`src/rtl/mux_n1_scan_if.sv`:
```
// Channel data, select and control in; registered selection out.
// The master drives the channel inputs and the slave is the multiplexer.
interface mux_n1_scan_if #(
    parameter int unsigned WIDTH = 8,
    parameter int unsigned N     = 4
);
    localparam int unsigned SELW = $clog2(N);

    logic [N*WIDTH-1:0] d;
    logic [SELW-1:0]    s;
    logic               mode;
    logic               hold;
    logic [WIDTH-1:0]   y;
    logic [SELW-1:0]    y_sel;
    logic               y_valid;
    logic               wrap;

    modport master (
        output d, s, mode, hold,
        input  y, y_sel, y_valid, wrap
    );

    modport slave (
        input  d, s, mode, hold,
        output y, y_sel, y_valid, wrap
    );
endinterface

```
`src/rtl/mux_n1_scan.sv`:
```
// Registered N-to-1 multiplexer with manual select and round-robin auto-scan.
// Auto-scan holds each channel for DWELL cycles and pulses wrap on the last cycle of channel N-1.
module mux_n1_scan #(
    parameter int unsigned WIDTH = 8,
    parameter int unsigned N     = 4,
    parameter int unsigned DWELL = 2
) (
    input logic            clk,
    input logic            rst,
    mux_n1_scan_if.slave   bus
);
    localparam int unsigned SELW = $clog2(N);
    localparam int unsigned DW   = (DWELL > 1) ? $clog2(DWELL) : 1;

    logic [WIDTH-1:0] y_q, y_d;
    logic [SELW-1:0]  sel_q, sel_d;
    logic             valid_q, valid_d;
    logic             wrap_q, wrap_d;
    logic [SELW-1:0]  ptr_q, ptr_d;
    logic [DW-1:0]    dwell_q, dwell_d;

    always_comb begin
        y_d     = y_q;
        sel_d   = sel_q;
        valid_d = valid_q;
        wrap_d  = 1'b0;
        ptr_d   = ptr_q;
        dwell_d = dwell_q;

        if (!bus.hold) begin
            if (!bus.mode) begin
                // Out-of-range selects (non power-of-2 N) match no channel and yield 0.
                y_d     = '0;
                valid_d = 1'b0;
                sel_d   = bus.s;
                ptr_d   = '0;
                dwell_d = '0;
                for (int i = 0; i < N; i++) begin
                    if (bus.s == SELW'(i)) begin
                        y_d     = bus.d[i*WIDTH +: WIDTH];
                        valid_d = 1'b1;
                    end
                end
            end else begin
                y_d     = '0;
                sel_d   = ptr_q;
                valid_d = 1'b1;
                for (int i = 0; i < N; i++) begin
                    if (ptr_q == SELW'(i)) begin
                        y_d = bus.d[i*WIDTH +: WIDTH];
                    end
                end
                if (dwell_q == DW'(DWELL - 1)) begin
                    dwell_d = '0;
                    if (ptr_q == SELW'(N - 1)) begin
                        ptr_d  = '0;
                        wrap_d = 1'b1;
                    end else begin
                        ptr_d = ptr_q + 1'b1;
                    end
                end else begin
                    dwell_d = dwell_q + 1'b1;
                end
            end
        end
    end

    always_ff @(posedge clk) begin
        if (rst) begin
            y_q     <= '0;
            sel_q   <= '0;
            valid_q <= 1'b0;
            wrap_q  <= 1'b0;
            ptr_q   <= '0;
            dwell_q <= '0;
        end else begin
            y_q     <= y_d;
            sel_q   <= sel_d;
            valid_q <= valid_d;
            wrap_q  <= wrap_d;
            ptr_q   <= ptr_d;
            dwell_q <= dwell_d;
        end
    end

    assign bus.y       = y_q;
    assign bus.y_sel   = sel_q;
    assign bus.y_valid = valid_q;
    assign bus.wrap    = wrap_q;
endmodule

```
`src/flat_wrapper.sv`:
```
// flat-port wrapper written by rule: the top's interface ports become plain ports
module mux_n1_scan_flat 
#(
    parameter int unsigned WIDTH = 8,
    parameter int unsigned N     = 4,
    parameter int unsigned DWELL = 2
)
  (clk, rst, bus_d, bus_s, bus_mode, bus_hold, bus_y, bus_y_sel, bus_y_valid, bus_wrap);
  mux_n1_scan_if #(.WIDTH(WIDTH), .N(N)) bus_i ();
  input logic clk;
  input logic rst;
  input wire logic [$bits(bus_i.d)-1:0] bus_d;
  input wire logic [$bits(bus_i.s)-1:0] bus_s;
  input wire logic [$bits(bus_i.mode)-1:0] bus_mode;
  input wire logic [$bits(bus_i.hold)-1:0] bus_hold;
  output wire logic [$bits(bus_i.y)-1:0] bus_y;
  output wire logic [$bits(bus_i.y_sel)-1:0] bus_y_sel;
  output wire logic [$bits(bus_i.y_valid)-1:0] bus_y_valid;
  output wire logic [$bits(bus_i.wrap)-1:0] bus_wrap;
  assign bus_i.d = bus_d;
  assign bus_i.s = bus_s;
  assign bus_i.mode = bus_mode;
  assign bus_i.hold = bus_hold;
  assign bus_y = bus_i.y;
  assign bus_y_sel = bus_i.y_sel;
  assign bus_y_valid = bus_i.y_valid;
  assign bus_wrap = bus_i.wrap;
  mux_n1_scan #(.WIDTH(WIDTH), .N(N), .DWELL(DWELL)) u_core (.clk(clk), .rst(rst), .bus(bus_i));
endmodule
```
`config.mk`:
```
export PLATFORM = sky130hd
export DESIGN_NAME = mux_n1_scan_flat
export DESIGN_NICKNAME = d
export VERILOG_FILES = /design/src/rtl/mux_n1_scan_if.sv /design/src/rtl/mux_n1_scan.sv /design/src/flat_wrapper.sv
export SDC_FILE = /design/constraint.sdc
export NUM_CORES = 1
export LEC_CHECK = 0
export BUFFER_PORTS_ARGS = -buffer_cell sky130_fd_sc_hd__buf_4
export CORE_MARGIN = 10
export CORE_UTILIZATION = 33
export DETAILED_ROUTE_END_ITERATION = 10
export PLACE_DENSITY_LB_ADDON = 0.08
export SLEW_MARGIN = 10
export SYNTH_ARGS = -nofsm -noshare
export SYNTH_HDL_FRONTEND = slang
export SYNTH_SLANG_ARGS = --single-unit
export TNS_END_PERCENT = 5
```
`constraint.sdc`:
```
create_clock -name clk -period 2.1 [get_ports clk]
set_input_delay 0.105 -clock clk [delete_from_list [all_inputs] [get_ports clk]]
set_output_delay 0.105 -clock clk [all_outputs]
set_load 0.02 [all_outputs]
```
# Word level (Yosys, flattened, before mapping)
# Cells that the tools add are included.
# word_totals
inputBits,38
reg_bits,15
# op_classes
n_bitwise,3
addsub,2
mux,21
n_eq_ne,7
n_reduce_logical,4
# ops
cell,n
$mux 8,9
$eq 2x2->1 const B,4
$mux 1,8
$mux 2,4
$eq 2x1->1 const B,2
$logic_not 2->1,2
$reduce_or 4->1,1
$not 1->1,3
$add 2x1->2 const B,1
$ne 2x1->1 const B,1
$reduce_and 2->1,1
$add 1x1->1 const B,1

# Depth between registers and ports, before layout
# Gate-level depths: netlist (run 1).
# depth
ltp_word,6
depth_mapped,7
mapped_depth_nobuf,5

# Worst setup path before layout (run 1)
# No wires, ideal clock.
# synth_timing
path_kind,register to register
startpoint,register u_core.ptr_q[0]
endpoint,register u_core.y_q[1] (netlist: u_core.bus.y[1])
synth_period_minus_slack_ns,1.622
setup_time_ns,0.058
required_time_ns,2.042
t_arrival_ns,1.565
slack_ns,0.478
stages_incl_launch_ff,7
path_cell_list,dfxtp_1 ha_1 buf_6 or4b_4 buf_6 a221oi_2 a211o_1
# synth_via
elab_chain_cells,6
elab_cells_between_ends,9
# synth_rtl
element,line_no,text
"start, declared",mux_n1_scan.sv:19,"logic [SELW-1:0] ptr_q, ptr_d;"
"start signal, assigned",mux_n1_scan.sv:81,ptr_q <= ptr_d;
$logic_not 2->1,mux_n1_scan.sv:49,if (ptr_q == SELW'(i)) begin
$mux 8 (3 in a row),mux_n1_scan.sv:49,
$mux 8 (*),mux_n1_scan.sv:49,
$mux 8 (*),mux_n1_scan.sv:31,if (!bus.mode) begin
"end signal, assigned",mux_n1_scan.sv:77,y_q <= y_d;
"end, declared",mux_n1_scan.sv:15,"logic [WIDTH-1:0] y_q, y_d;"
# Mark *: on every way between the ends. The rest lies on a longest branch, timed or not.
# A chain may end at the register's enable or synchronous reset.

# Final worst setup path (run 1)
# layout_timing
startpoint,register u_core.ptr_q[0]
endpoint,register u_core.y_q[5] (netlist: u_core.bus.y[5])
# Same word-level chain as after synthesis.

==> run summary, run 1 <==
R2R setup slack -> 0.43 ns
postcts setup bufs -> 0
Async SR Flop Fraction -> 0
switch share -> 0.309
worst vdd ir -> 0.204 mV
Synth top cells by count -> a21oi_1, mux2i_1, dfxtp_1, inv_1, clkbuf_1
Worst Hold Class -> input pin to flop
PortBufs -> 49
CTS Hold Buffers Added -> 0
Area Growth Syn to Fin -> 31.7%
critical path type -> flop to flop
Yosys cell types -> 25
data required time at the worst endpoint -> 2.25 ns
CTS Buf Count -> 3
I/O Pins -> 50
Synth Flop Type -> dfxtp_1
# setup viols final -> 0
Hold Path Stages -> 2
grt ovf -> 0
cell count after synthesis -> 148
relative slew slack -> 0.532
largest net degree at the start of global routing -> 27
area leader, netlist -> dfxtp_1
Final Max Tran Viols -> 0
syn nets -> 190
Synth top area share -> 0.237
CTS tree -> built
clock root cell -> clkbuf_8
Pint -> 0.000548 W
Clock power frac -> 0.320
f_max -> 598 MHz
CP arrival -> 1.83 ns
Sequential Power Share -> 0.392
Clk pin slew, worst setup/hold paths -> 0.07 ns
Die Area -> 0.00671 mm^2
Area contributors post-synth -> dfxtp_1, mux2i_1, a221oi_2, a21oi_1, a211o_1
DR vias/cell -> 5.47
Worst-Margin Slew -> 0.702 ns
cell area after synthesis -> 0.00127 mm^2
Die Y -> 81.9 um
hpwl dp -> 2980 um
Max-Cap Viols -> 0
latest clock arrival within the worst-skew pair -> 0.26 ns
drc violations -> 0
Horiz. Die Dim -> 81.9 um
number of flops mapped to enable cells by yosys -> 0
H-tree Lvls -> 1
P_leak -> 0.795 nW
clk sinks -> 15
post-route setup TNS -> 0 ns
DRT iter0 DRCs -> 50
PostCTS Resize Cnt -> 0
CP Max Fanout -> 16
Nets -> 229
final WL -> 4180 um
Pwr Total -> 0.000793 W
synthesis-stage register bit count -> 15
drt wl/cell -> 17.9 um
Final Hold Vio Count -> 0
RSZ-0062 raised after global routing -> false
initial core utilization -> 0.343
clock buffer depth -> 2
yosys warns -> 0
pwr/cell area -> 476 mW/mm^2
FF-to-FF path depth -> 5
via count -> 1280
Mean Syn Cell Area -> 8.56 um^2
Hold Startpoint -> rst
global-route wire length before repair -> 6890 um
Routability Congestion -> 0.792
Critical Path Source Type -> flop
GRT Total Usage -> 0.130
Site Rows -> 22
Antenna diodes -> 0
vias in the first global route -> 1398
Critical Path Start -> u_core.ptr_q[0]
Crit. End Element -> flop
share of cells above drive strength 1 -> 0.355
initial antenna violation count -> 0
min cycle time layout -> 1.67 ns
sequential share of the synthesized area -> 0.237
Routed Antenna Nets -> 0
Comb pwr share -> 0.287
DRT Pass-1 Iters -> 4
P_sw -> 0.000245 W
reg2reg start -> u_core.ptr_q[0]
core box area -> 0.00369 mm^2
status -> complete, no violations
fin crit share -> 0.797
Final Skew -> 0.00696 ns
[through the flow]
stage | cell area, um^2 | utilization | std cells | worst slack, ns | hold WS (ns)
floorplan | 1270 | - | 148 | 0.478 | 0.318
finish | 1670 | 0.452 | 234 | 0.427 | 0.167
CTS | 1670 | 0.452 | 234 | 0.433 | 0.159
global route | 1670 | 0.452 | 234 | 0.235 | 0.180
detailed placement | 1620 | 0.440 | 230 | 0.432 | 0.433
global placement | 1620 | 0.440 | 230 | 0.505 | 0.433
[power groups by stage]
stage | Combinational, W | Sequential (W) | Clock, W
finish | 0.000228 | 0.000311 | 0.000254
detailed placement | 0.000229 | 0.000317 | 0
global placement | 0.000225 | 0.000317 | 0
floorplan | 0.000105 | 0.000336 | 0
CTS | 0.000229 | 0.000311 | 0.000262
global route | 0.000252 | 0.000313 | 0.000272
[layout by cell type, fill, tap and decap left out]
cell and count:
a211o_1 8, a21oi_1 19, a221oi_2 8, and4_2 1, buf_4 50, clkbuf_8 3
clkinv_1 1, clkinv_2 1, dfxtp_1 15, ha_1 4, inv_1 11, mux2_2 2
mux2i_1 19, nand2_1 8, nand3_1 2, nand3b_1 8, nand4b_1 8, nor2_1 3
nor2b_1 2, o21ai_0 2, o22ai_1 8, or3_1 1, or3b_1 1, or4b_4 1
[cells by family after synthesis]
kind of cell / after synthesis / synth area share
AO/OA/AOI/OAI: 45 / 0.273
AND/OR/NAND/NOR: 35 / 0.184
buffers and inverters: 28 / 0.0988
multiplexers: 21 / 0.168
flip-flops: 15 / 0.237
adder cells (fa/ha/maj): 4 / 0.0395
[state kept, by name (all words and copies together), names as in the netlist]
| register | cells |
|---|---|
| u_core.bus.y_sel | 2 |
| u_core.bus.y_valid | 1 |
| u_core.ptr_q | 2 |
| u_core.bus.y | 8 |
| u_core.dwell_q | 1 |
| u_core.bus.wrap | 1 |
[area by class of cell]
type                            count  area (um^2)
Fill cell                         379         2020
Multi-Input combinational cell    105          841
Timing Repair Buffer               50          375
Sequential cell                    15          300
Tap cell                           48         60.1
Inverter                           12         45.0
Clock buffer                        3         41.3
Clock inverter                      1         5.00
[final timing paths]
check / to
max: u_core.bus.y[5]
min: u_core.ptr_q[0]
max reg2reg: u_core.bus.y[5]
min reg2reg: u_core.bus.y_valid
[routing by layer]
metal  part of all wire  GRT usage
met1               0.43      0.149
met3              0.093     0.0491
met5                  0          0
met2               0.46      0.215
met4              0.014     0.0510
[worst max-delay path: stages (launching register included)]
cell and delay [ns]:
dfxtp_1 0.40, inv_1 0.10, ha_1 0.45, a21oi_1 0.28
a221oi_2 0.08, a211o_1 0.25
Power figures use the tool's default switching activity.
==> run 2: changes to the inputs <==
- ABC_AREA: unset -> 1
- clock period: 2.1 -> 1.7 ns (I/O delays scaled with it)
==> run 2 against run 1 <==
Non-clock buffer count rose by 1; clock power rose by 20%; power rose by 26%; die area fell by 3.4%; synthesized cell count rose by 44%; area after synthesis fell by 4.5%; combinational power rose by 37%; sequential power rose by 24%; hold slack got worse by 0.074 ns; routed wire length rose by 3.6%; clock skew fell by 0.0044 ns; sequential share of layout area rose by 0.36 points; critical endpoint unchanged.
==> run summary, run 2 <==
Cell Chain, Critical Path -> inv_1 -> ha_1 -> inv_2 -> nand3_1 -> nand2_1 -> nand2_1 -> nand2_1 -> nand2_1 -> a21oi_1
CP Max Fanout -> 9 (-7)
Die Y -> 80.5 um (-1.7%)
data required time at the worst endpoint -> 1.89 ns (-0.36 ns)
adder-cell area share of the yosys netlist -> 0.0414 (+0.00188)
DRT Pass-1 Iters -> 4 (unchanged)
Placement Cell Area -> 0.00159 mm^2 (-2.0%)
Final Hold Vio Count -> 0 (unchanged)
syn nets -> 255 (+34%)
largest net degree at the start of global routing -> 19 (-30%)
vias in the first global route -> 1584 (+13%)
clk sinks -> 15 (unchanged)
DR vias/cell -> 4.97 (-9.1%)
fin crit share -> 0.875 (+0.0780)
most common cell after layout, fill and taps aside -> nand2_1
global-route wire length before repair -> 7470 um (+8.5%)
Yosys cell types -> 20 (-20%)
worst vdd ir -> 0.344 mV (+69%)
number of flops mapped to enable cells by yosys -> 0 (unchanged)
clock buffer depth -> 2 (unchanged)
core box area -> 0.00344 mm^2 (-6.7%)
Synth top area share -> 0.248 (+0.0113)
RSZ-0062 raised after global routing -> false
Clk pin slew, worst setup/hold paths -> 0.07 ns (about the same)
Async SR Flop Fraction -> 0 (unchanged)
post-synthesis xor/xnor area fraction -> 0 (unchanged)
clock root cell -> clkbuf_8
Site Rows -> 21 (-4.5%)
Synth top cells by count -> nand2_1, nor2_1, a21oi_1, nand3_1, dfxtp_1
Comb pwr share -> 0.312 (+0.025)
R2R setup slack -> 0.21 ns (-0.21 ns)
crit-path leading delay family -> flip-flops
Sequential Power Share -> 0.385 (-0.007)
CTS Hold Buffers Added -> 0 (unchanged)
CP arrival -> 1.67 ns (-0.16 ns)
cell count after synthesis -> 213 (+44%)
Horiz. Die Dim -> 80.5 um (-1.7%)
area leader, netlist -> dfxtp_1
Critical Path Max Stage Delay -> 0.38 ns (-0.07 ns)
Worst Hold Class -> input pin to flop
share of cells above drive strength 1 -> 0.243 (-0.112)
largest family of logic cells by synthesized area -> simple AND/OR/NAND/NOR gates
Crit. End Element -> flop
initial core utilization -> 0.351 (+0.00786)
synthesis-stage register bit count -> 15 (unchanged)
status -> complete, no violations
hpwl dp -> 3380 um (+14%)
Final Max Tran Viols -> 0 (unchanged)
PostCTS Resize Cnt -> 0 (unchanged)
# setup viols final -> 0 (unchanged)
PortBufs -> 49 (unchanged)
f_max -> 672 MHz (+13%)
Largest register FFs -> 8 (unchanged)
Max-Cap Viols -> 0 (unchanged)
Bufs and invs on worst path -> 2 (+1)
GRT Total Usage -> 0.143 (+0.0131)
Area Growth Syn to Fin -> 35.3%
postcts setup bufs -> 0 (unchanged)
Routed Antenna Nets -> 0 (unchanged)
final core occ -> 0.475 (+0.0229)
Final Skew -> 0.00257 ns (-0.00439 ns)
post-synthesis compound-gate area fraction -> 0.181 (-0.0916)
Worst-Margin Slew -> 0.390 ns (-0.312 ns)
most frequent cells in the layout -> nand2_1, buf_4, nor2_1, a21oi_1, nand3_1
CTS Buf Count -> 3 (unchanged)
P_sw -> 0.000328 W (+34%)
post-route setup TNS -> 0 ns (unchanged)
Pint -> 0.000675 W (+23%)
Critical Path Source Type -> flop
via count -> 1517 (+19%)
final WL -> 4330 um (+3.6%)
critical path's slowest cell -> dfxtp_1
sequential share of the synthesized area -> 0.248 (+0.0113)
Die Area -> 0.00648 mm^2 (-3.4%)
CP most frequent cell -> nand2_1
relative slew slack -> 0.740 (+0.208)
I/O Pins -> 50 (unchanged)
grt ovf -> 0 (unchanged)
Mean Syn Cell Area -> 5.67 um^2 (-34%)
cell area after layout -> 0.00164 mm^2 (-2.0%)
Simple-Gate Fraction of Synth Area -> 0.420 (+0.236)
Antenna diodes -> 0 (unchanged)
min cycle time layout -> 1.49 ns (-0.186 ns)
count leader, synth -> nand2_1
Synth Flop Type -> dfxtp_1
drc violations -> 0 (unchanged)
CTS tree -> built
pwr/cell area -> 613 mW/mm^2 (+29%)
yosys warns -> 0 (unchanged)
Area contributors post-synth -> dfxtp_1, nand2_1, nor2_1, a21oi_1, nand3_1
DRT iter0 DRCs -> 75 (+50%)
mux cell area share after synthesis -> 0 (-0.168)
initial antenna violation count -> 0 (unchanged)
critical path type -> flop to flop
Nets -> 302 (+32%)
latest clock arrival within the worst-skew pair -> 0.25 ns (about the same)
Routability Congestion -> 0.826 (+4.2%)
P_leak -> 0.860 nW (+8.2%)
cell area after synthesis -> 0.00121 mm^2 (-4.5%)
H-tree Lvls -> 1 (unchanged)
switch share -> 0.327 (+0.0179)
drt wl/cell -> 14.2 um (-20%)
Clock power frac -> 0.303 (-0.017)
run 2: path summary, 6_finish.rpt:
check	start	endpoint	cells after the start
min reg2reg	u_core.dwell_q	u_core.dwell_q	2
max reg2reg	u_core.ptr_q[1]	u_core.bus.y[5]	9
max	u_core.ptr_q[1]	u_core.bus.y[5]	9
min	rst	u_core.bus.y[3]	2
run 2: metrics by stage:
step	setup slack, ns	hold slack (ns)	cells	total power [W]
after floorplan	0.435	0.242	213	0.000566
after global placement	0.268	0.353	301	0.000711
after detailed placement	0.256	0.354	301	0.000708
after CTS	0.220	0.0902	305	0.00102
after global routing	0.0184	0.0930	305	0.00108
final	0.213	0.0933	305	0.00100
run 2: metal layers:
metal / track usage / up-vias / wire length, um
li1: - / 785 / -
met1: 0.164 / 674 / 1920
met2: 0.235 / 50 / 1970
met3: 0.0523 / 8 / 355
met4: 0.0563 / 0 / 91
met5: 0 / - / 0
run 2: kinds of logic (layout without fill, tap and decap cells):
kind of cell | Yosys count | count (layout)
buf+inv | 28 | 74
compound gates | 42 | 42
flops | 15 | 15
simple gates | 124 | 124
fa+ha+maj | 4 | 4
run 2: layout make-up:
type                       instances  area [um^2]
fill                             393         1810
timing repair buffer              51          383
sequential                        15          300
multi-input combinational        170          777
tap                               46         57.6
inverter                          19         71.3
clock inverter                     1         5.00
clock buffer                       3         41.3
run 2: power groups by stage:
stage	registers, W	clock network, W	logic, W
6_report	0.000386	0.000304	0.000313
5_1_grt	0.000389	0.000334	0.000357
4_1_cts	0.000387	0.000313	0.000316
3_5_place_dp	0.000394	0	0.000314
3_3_place_gp	0.000394	0	0.000317
2_1_floorplan	0.000417	0	0.000149
